**config.mk**
```make
export PLATFORM = sky130hd
export DESIGN_NAME = pwm_cmp_sched
export DESIGN_NICKNAME = d
export VERILOG_FILES = /design/src/rtl/pwm_pkg.sv /design/src/rtl/pwm_slew_step.sv /design/src/rtl/pwm_cmp_sched.sv
export SDC_FILE = /design/constraint.sdc
export NUM_CORES = 1
export LEC_CHECK = 0
export CAP_MARGIN = 20
export CORE_ASPECT_RATIO = 1.25
export CORE_MARGIN = 8
export CORE_UTILIZATION = 30
export DETAILED_ROUTE_END_ITERATION = 8
export GPL_TIMING_DRIVEN = 0
export HOLD_SLACK_MARGIN = 0.06
export PLACE_DENSITY = 0.55
export SETUP_SLACK_MARGIN = 0.02
export SLEW_MARGIN = 20
export SYNTH_ARGS = -nofsm -noshare
export SYNTH_HDL_FRONTEND = slang
export SYNTH_SLANG_ARGS = --single-unit
```
**constraint.sdc**
```tcl
create_clock -name clk -period 5.75 [get_ports clk]
set_input_delay 0.575 -clock clk [delete_from_list [all_inputs] [get_ports clk]]
set_output_delay 0.575 -clock clk [all_outputs]
set_load 0.05 [all_outputs]
```
**src/rtl/pwm_pkg.sv**
```systemverilog
// Shared definitions for the pwm timebase/compare block and its compare scheduler.
package pwm_pkg;

    localparam int unsigned       PWM_WIDTH   = 20;
    localparam logic [PWM_WIDTH-1:0] PWM_CMP_MAX = 20'h007F8;

    typedef enum logic [1:0] {
        OFF  = 2'd0,
        IDLE = 2'd1,
        RAMP = 2'd2,
        PARK = 2'd3
    } sched_state_t;

endpackage

```
**src/rtl/pwm_slew_step.sv**
```systemverilog
// One slew step: moves cur toward tgt by at most step; done when tgt is within reach.
module pwm_slew_step
    import pwm_pkg::*;
#(
    parameter int unsigned WIDTH = PWM_WIDTH
) (
    input  logic [WIDTH-1:0] cur,
    input  logic [WIDTH-1:0] tgt,
    input  logic [WIDTH-1:0] step,
    output logic [WIDTH-1:0] nxt,
    output logic             done
);

    logic [WIDTH:0] cur_x;
    logic [WIDTH:0] tgt_x;
    logic [WIDTH:0] step_x;
    logic [WIDTH:0] diff;
    logic           up;

    always_comb begin
        cur_x  = {1'b0, cur};
        tgt_x  = {1'b0, tgt};
        step_x = {1'b0, step};
        up     = tgt_x > cur_x;
        diff   = up ? (tgt_x - cur_x) : (cur_x - tgt_x);
        done   = diff <= step_x;
        // When not done the distance exceeds step, so neither direction can wrap.
        if (done)
            nxt = tgt;
        else if (up)
            nxt = cur + step;
        else
            nxt = cur - step;
    end

endmodule

```
**src/rtl/pwm_cmp_sched.sv**
```systemverilog
// Compare scheduler: accepts a target compare and slews cmpA toward it once per PWM period.
module pwm_cmp_sched
    import pwm_pkg::*;
#(
    parameter int unsigned      WIDTH   = PWM_WIDTH,
    parameter logic [WIDTH-1:0] STEP    = 'h40,
    parameter logic [WIDTH-1:0] CMP_MAX = 'h7F8
) (
    input  logic             clk,
    input  logic             rst_n,
    input  logic             enable,
    input  logic             prd_start,
    input  logic             tgt_valid,
    input  logic [WIDTH-1:0] tgt_data,
    output logic             tgt_ready,
    output logic [WIDTH-1:0] cmpA,
    output logic             busy,
    output logic             settled,
    output logic             ovr
);

    sched_state_t     state, state_n;
    logic [WIDTH-1:0] tgt_q, tgt_n;
    logic [WIDTH-1:0] cmp_n;
    logic             settled_n;
    logic             ovr_n;

    logic [WIDTH-1:0] slew_tgt;
    logic [WIDTH-1:0] slew_nxt;
    logic             slew_done;

    // PARK reuses the ramp stepper with a target of zero.
    assign slew_tgt = (state == PARK) ? '0 : tgt_q;

    pwm_slew_step #(.WIDTH(WIDTH)) u_step (
        .cur  (cmpA),
        .tgt  (slew_tgt),
        .step (STEP),
        .nxt  (slew_nxt),
        .done (slew_done)
    );

    assign tgt_ready = (state == IDLE) & enable;
    assign busy      = (state == RAMP) | (state == PARK);

    always_comb begin
        state_n   = state;
        tgt_n     = tgt_q;
        cmp_n     = cmpA;
        settled_n = 1'b0;
        ovr_n     = ovr;
        unique case (state)
            OFF: begin
                if (enable)
                    state_n = IDLE;
            end
            IDLE: begin
                if (!enable) begin
                    state_n = PARK;
                end else if (tgt_valid) begin
                    tgt_n   = (tgt_data > CMP_MAX) ? CMP_MAX : tgt_data;
                    ovr_n   = ovr | (tgt_data > CMP_MAX);
                    state_n = RAMP;
                end
            end
            RAMP: begin
                if (!enable) begin
                    state_n = PARK;
                end else if (prd_start) begin
                    cmp_n = slew_nxt;
                    if (slew_done) begin
                        settled_n = 1'b1;
                        state_n   = IDLE;
                    end
                end
            end
            PARK: begin
                if (prd_start) begin
                    cmp_n = slew_nxt;
                    if (slew_done)
                        state_n = OFF;
                end
            end
            default: state_n = OFF;
        endcase
    end

    always_ff @(posedge clk or negedge rst_n) begin
        if (!rst_n) begin
            state   <= OFF;
            tgt_q   <= '0;
            cmpA    <= '0;
            settled <= 1'b0;
            ovr     <= 1'b0;
        end else begin
            state   <= state_n;
            tgt_q   <= tgt_n;
            cmpA    <= cmp_n;
            settled <= settled_n;
            ovr     <= ovr_n;
        end
    end

endmodule

```
==> flow_summary.json, run 1 <==
{
  "cts_buffer_depth": 2,
  "final_antenna_net_count": 0,
  "synth_edf_count": 0,
  "hp-class": "input port to asynchronous set/reset pin",
  "ys_seq_area_share_pct": 22.1,
  "routed_wl_mm": 14.3,
  "dp.cells": 899,
  "worst_slack_ns": 0.493,
  "area_delta_synth_final_pct": 19.5,
  "fp.dieH_um": 160,
  "initial_core_util_pct": 30.7,
  "final_cells": 907,
  "drcViolationCount": 0,
  "critPathMaxStageDelay_ns": 0.46,
  "dieArea_sq_um": 21000,
  "core_sq_um": 16200,
  "async_reset_ff_share_pct": 100,
  "place_area_sq_um": 5740,
  "muxShareOfSynthArea_pct": 3.67,
  "period_share_pct": 91.4,
  "yosys.area.top_type_share_pct": 22.1,
  "ys.flop_type": "dfrtp_1",
  "dr.pass1.iters": 5,
  "place_hpwl_mm": 11.8,
  "critPathSlowestCell": "dfrtp_1",
  "syn_avg_cell_area_sq_um": 7.85,
  "nets": 770,
  "yosys.area_share.adder_pct": 14.3,
  "synth_simple_gate_area_share_pct": 22.2,
  "antenna_found_initial": 0,
  "clk_latency_ns": 0.29,
  "first_iter_violations": 248,
  "fmax_ghz": 0.190,
  "synth_area_leaders": "dfrtp_1, ha_1, nand2_1",
  "max-vdd-ir-drop_uv": 186,
  "cts_made_buffers": 5,
  "grt_overflow": 0,
  "cp-end-kind": "flip-flop",
  "yosys_warnings": 0,
  "final_area_sq_um": 5950,
  "place.port_buffers": 48,
  "synthTopCellsByCount": "nand2_1, inv_1, ha_1",
  "ys_types": 76,
  "drive_gt1_share_pct": 8.39,
  "period_needed_ns": 5.26,
  "clk_pin_slew_ns": 0.07,
  "clock_sinks": 44,
  "crit_fanout": 19,
  "path_buf_inv": 5,
  "final-hold-violation-count": 0,
  "p_leak_nw": 2.71,
  "worstMarginPinSlew_ns": 0.703,
  "drv_cap": 0,
  "grt_max_degree": 31,
  "vias": 4668,
  "slew_violations": 0,
  "grt_pass1_wl_mm": 23.9,
  "antenna-diode-count": 0,
  "netlist_instances": 634,
  "fin_hold_ws_ns": 0.201,
  "routedWlPerCell_um": 15.8,
  "start_kind": "flip-flop",
  "synth-compound-area-share_pct": 24.8,
  "cp.arrival_ns": 5.48,
  "outcome": "complete, no violations",
  "boundaryPins": 49,
  "cts_tree": "built",
  "setup_viol": 0,
  "crit_type": "flip-flop to flip-flop",
  "p_per_area_nw_per_um2": 422,
  "post-synth-top-area-cell": "dfrtp_1",
  "root_buffer": "clkbuf_16",
  "via_per_inst": 5.15,
  "rsz0062_at_grt": "no",
  "die_w_um": 131,
  "rows": 52,
  "synth_top_family_by_area": "compound AO/OA/AOI/OAI gates",
  "crit_family": "compound AO/OA/AOI/OAI gates",
  "cts_max_level": 2,
  "grt_usage_pct": 13.5,
  "ys_ff_latch": 44,
  "cp.required_ns": 5.98,
  "slew_headroom_pct": 52.5,
  "p_total_mw": 2.51,
  "grt_pass1_vias": 4809,
  "post-place-ws_ns": -0.355,
  "netlist_area_sq_um": 4980,
  "synth_nets": 714,
  "synthXorXnorAreaFrac_pct": 5.28,
  "gp_congestion": 0.882,
  "yosys.cell_count.top_type": "nand2_1",
  "clock_skew_ns": 0.00454
}
## flip-flops by register name (all words and copies together), names as in the netlist
signal and cells:
cmpA 20, tgt_q 20, state 2, settled 1, ovr 1
## worst register-to-register path, delay by kind of cell, from the launching register on
| family | cells | cell delay (ns) |
|---|---|---|
| AOI/OAI and AO/OA | 9 | 1.84 |
| DFF | 1 | 0.46 |
| and+or+nand+nor | 8 | 1.40 |
| adders and majority gates | 2 | 0.51 |
| xor gates and xnor gates | 1 | 0.13 |
| buffers and inverters | 5 | 0.89 |
## cell type report
class                   instances  area (sq um)
clock inverters                 2          13.8
repair buffers                 49           495
fillers                      1694         10300
flip-flops and latches         44          1100
inverters                      55           211
clock buffers                   6           139
multi-input cells             506          3540
plain buffers                  29           176
well taps                     216           270
## layer usage
metal,GRT usage (%),share of wire [%],up-vias
li1,-,-,2360
met1,16.9,46,2209
met2,24.1,50,82
met3,0.973,2.5,17
met4,4.34,2.0,0
met5,0,0,-
## path summary, 6_finish.rpt
kind                       startpoint  endpoint  slack, ns  cells past startpoint
min reg2reg                       ovr       ovr       0.46                      1
min                             rst_n  cmpA[13]       0.20                      1
max in group asynchronous       rst_n       ovr       5.05                      2
min in group clk                  ovr       ovr       0.46                      1
max reg2reg                  state[0]  cmpA[19]       0.49                     25
max                          state[0]  cmpA[19]       0.49                     25
## report_power, final
group	total (mW)	internal (mW)	leakage (nW)	switching, mW
Combinational	1.75	0.716	2.08	1.04
Clock	0.300	0.174	0.0772	0.127
Sequential	0.458	0.370	0.548	0.0885
Total	2.51	1.26	2.71	1.25
## layout by cell type (no fill, tap or decap), types with 5 or more instances in the layout
| cell | count |
|---|---|
| clkdlybuf4s50_1 | 47 |
| xor2_1 | 12 |
| nand4_1 | 9 |
| clkbuf_1 | 8 |
| nand2_1 | 75 |
| o21ai_1 | 14 |
| a31oi_1 | 6 |
| a21o_1 | 20 |
| dfrtp_1 | 44 |
| clkbuf_16 | 5 |
| o21ai_0 | 30 |
| a211o_1 | 7 |
| nand2b_1 | 6 |
| ha_1 | 52 |
| nand3_1 | 25 |
| mux2i_1 | 16 |
| nor3_1 | 9 |
| o31ai_1 | 8 |
| nor2_1 | 42 |
| buf_4 | 9 |
| nor2b_1 | 19 |
| o21a_1 | 8 |
| buf_2 | 9 |
| inv_1 | 54 |
| o211ai_1 | 7 |
| a21oi_1 | 35 |
| and2_1 | 5 |
| xnor2_1 | 18 |
## stage by stage
| stage | setup TNS [ns] | utilization [%] |
|---|---|---|
| final | 0 | 36.7 |
| after global routing | 0 | 36.7 |
| after CTS | 0 | 36.4 |
| after detailed placement | -0.355 | 35.4 |
| after floorplan | 0 | - |
| after global placement | -0.343 | 35.4 |
## kinds of logic after synthesis
family                     count (synthesis)
xor gates and xnor gates                  30
AOI/OAI and AO/OA                        182
and+or+nand+nor                          222
buffers and inverters                     84
muxes                                     17
adders and majority gates                 55
DFF                                       44
## repair_timing
action,in CTS,in global routing
hold buffers,0,0
resized for setup,4,9
endpoints found under the setup margin,2,1
setup buffers,0,0
cloned,0,0
hold endpoints to repair,0,0
pin swaps,0,1
Power figures use the tool's default switching activity.
==> run 2, diff against run 1 <==
Settings changed: PLACE_DENSITY 0.55 to 0.57, RECOVER_POWER from default to 25, SKIP_LAST_GASP from default to 1.
==> flow_summary.json, run 2 (synthesis gave the netlist of run 1 again) <==
{
  "outcome": "finished with violations",
  "failed_checks": "capacitance limit, slew limit",
  "fp.dieH_um": 160,
  "start_kind": "flip-flop",
  "gp_congestion": 0.867,
  "fmax_ghz": 0.186,
  "final_cells": 907,
  "layout_common_cells": "nand2_1, inv_1, ha_1",
  "cts_tree": "built",
  "routedWlPerCell_um": 15.7,
  "crit_type": "flip-flop to flip-flop",
  "routed_wl_mm": 14.2,
  "grt_pass1_vias": 4555,
  "place_area_sq_um": 5740,
  "top_regs": "cmpA x20, tgt_q x20, state x2",
  "setup_viol": 0,
  "rr_endpoint": "cmpA[19]",
  "die_w_um": 131,
  "clock_sinks": 44,
  "post_cts_buffers": 0,
  "place.port_buffers": 48,
  "p_leak_nw": 2.70,
  "antenna_found_initial": 0,
  "post-place-ws_ns": -0.446,
  "cts_max_level": 2,
  "grt_usage_pct": 13.4,
  "antenna-diode-count": 0,
  "worstMarginPinSlew_ns": 1.66,
  "period_share_pct": 93.7,
  "final_area_sq_um": 5950,
  "final-hold-violation-count": 0,
  "via_per_inst": 5.12,
  "slew_headroom_pct": -10.8,
  "slew_violations": 32,
  "cts_made_buffers": 5,
  "cp.required_ns": 5.98,
  "root_buffer": "clkbuf_16",
  "drv_cap": 1,
  "place_hpwl_mm": 11.6,
  "cp.arrival_ns": 5.62,
  "core_sq_um": 16200,
  "worstRegToRegCells": 24,
  "rsz0062_at_grt": "no",
  "p_total_mw": 2.55,
  "critPathLaunch": "state[0]",
  "clk_pin_slew_ns": 0.07,
  "area_delta_synth_final_pct": 19.6,
  "cts_buffer_depth": 2,
  "first_iter_violations": 248,
  "crit_fanout": 19,
  "drive_gt1_share_pct": 8.39,
  "hp-class": "input port to asynchronous set/reset pin",
  "worst_slack_ns": 0.363,
  "grt_pass1_wl_mm": 23.6,
  "period_needed_ns": 5.39,
  "nets": 770,
  "fin_setup_tns_ns": 0,
  "rrSetupSlack_ns": 0.36,
  "cp-end-kind": "flip-flop",
  "dp.cells": 899,
  "boundaryPins": 49,
  "final_antenna_net_count": 0,
  "max-vdd-ir-drop_uv": 253,
  "grt_overflow": 0,
  "initial_core_util_pct": 30.7,
  "clk_latency_ns": 0.29,
  "clock_skew_ns": 0.00439,
  "vias": 4640,
  "dr.pass1.iters": 4,
  "rows": 52,
  "p_per_area_nw_per_um2": 428,
  "grt_max_degree": 32,
  "drcViolationCount": 0,
  "reg2reg_from": "state[0]",
  "dieArea_sq_um": 21000,
  "final_common_cell": "nand2_1"
}
[run 2: cell count changes in the layout (fill, tap and decap cells not counted), sizes merged]
cell,previous run,this run
clkinvlp,0,1
buf,22,19
clkinv,1,0
clkbuf,15,17
bufinv,0,1
[run 2: worst max-delay path, cell delays in order (launching register included)]
cell      delay, ns
dfrtp_2        0.46
nand2_1        0.11
clkbuf_4       0.22
nand2_1        0.17
inv_2          0.12
ha_1           0.29
nor2b_1        0.16
o2111a_1       0.32
nor3_4         0.30
a21oi_4        0.12
o21a_1         0.21
buf_6          0.16
inv_8          0.15
ha_1           0.25
a21o_1         0.19
a21oi_2        0.16
nor2b_1        0.10
nor4_4         0.33
o31ai_2        0.15
nor4_1         0.26
nor3_1         0.14
a31oi_2        0.29
xnor2_1        0.12
or4_1          0.40
nand3_1        0.09
[run 2: how the worst max path moves through the flow]
| stage | end | slack (ns) | cells after the start |
|---|---|---|---|
| final | cmpA[19] | 0.36 | 24 |
| after global placement | cmpA[19] | -0.46 | 24 |
| after detailed placement | cmpA[19] | -0.45 | 24 |
| after CTS | cmpA[19] | 0.06 | 24 |
| after floorplan | cmpA[19] | 1.00 | 24 |
| after global routing | cmpA[19] | 0.04 | 24 |
[run 2: power by group]
part | internal, mW | switching (mW)
combinational | 0.718 | 1.03
clock | 0.207 | 0.134
sequential | 0.370 | 0.0847
total | 1.29 | 1.25
[run 2: per-stage QoR]
step,utilization (%),hold WS [ns]
after global routing,36.8,0.408
after floorplan,-,0.279
final,36.8,0.322
after global placement,35.4,0.448
after CTS,36.6,0.187
after detailed placement,35.4,0.485
[run 2: layout make-up]
| cell class | instances | area [sq um] |
|---|---|---|
| inverters | 55 | 214 |
| fillers | 1710 | 10200 |
| multi-input cells | 506 | 3540 |
| well taps | 216 | 270 |
| clock buffers | 5 | 125 |
| clock inverters | 3 | 46.3 |
| plain buffers | 29 | 179 |
| repair buffers | 49 | 478 |
| flip-flops and latches | 44 | 1100 |
[run 2: metal layers]
metal	part of all wire [%]	vias up	wire length, um	GRT usage, %
met5	0	-	0	0
met4	1.7	0	247	4.02
met3	2.3	14	334	0.816
met2	50	71	7090	23.3
met1	46	2185	6550	17.2
li1	-	2370	-	-
[run 2: what timing repair did]
action,CTS,global route
endpoints found under the setup margin,2,2
hold buffers,0,0
pin swaps,0,4
gates resized for setup,4,14
==> run 3, diff against run 2 <==
Settings changed: ABC_CLOCK_PERIOD_IN_PS from default to 5750.
==> results of run 3 <==
Same layout as run 2: the final DEF is identical, and so are final timing and power.
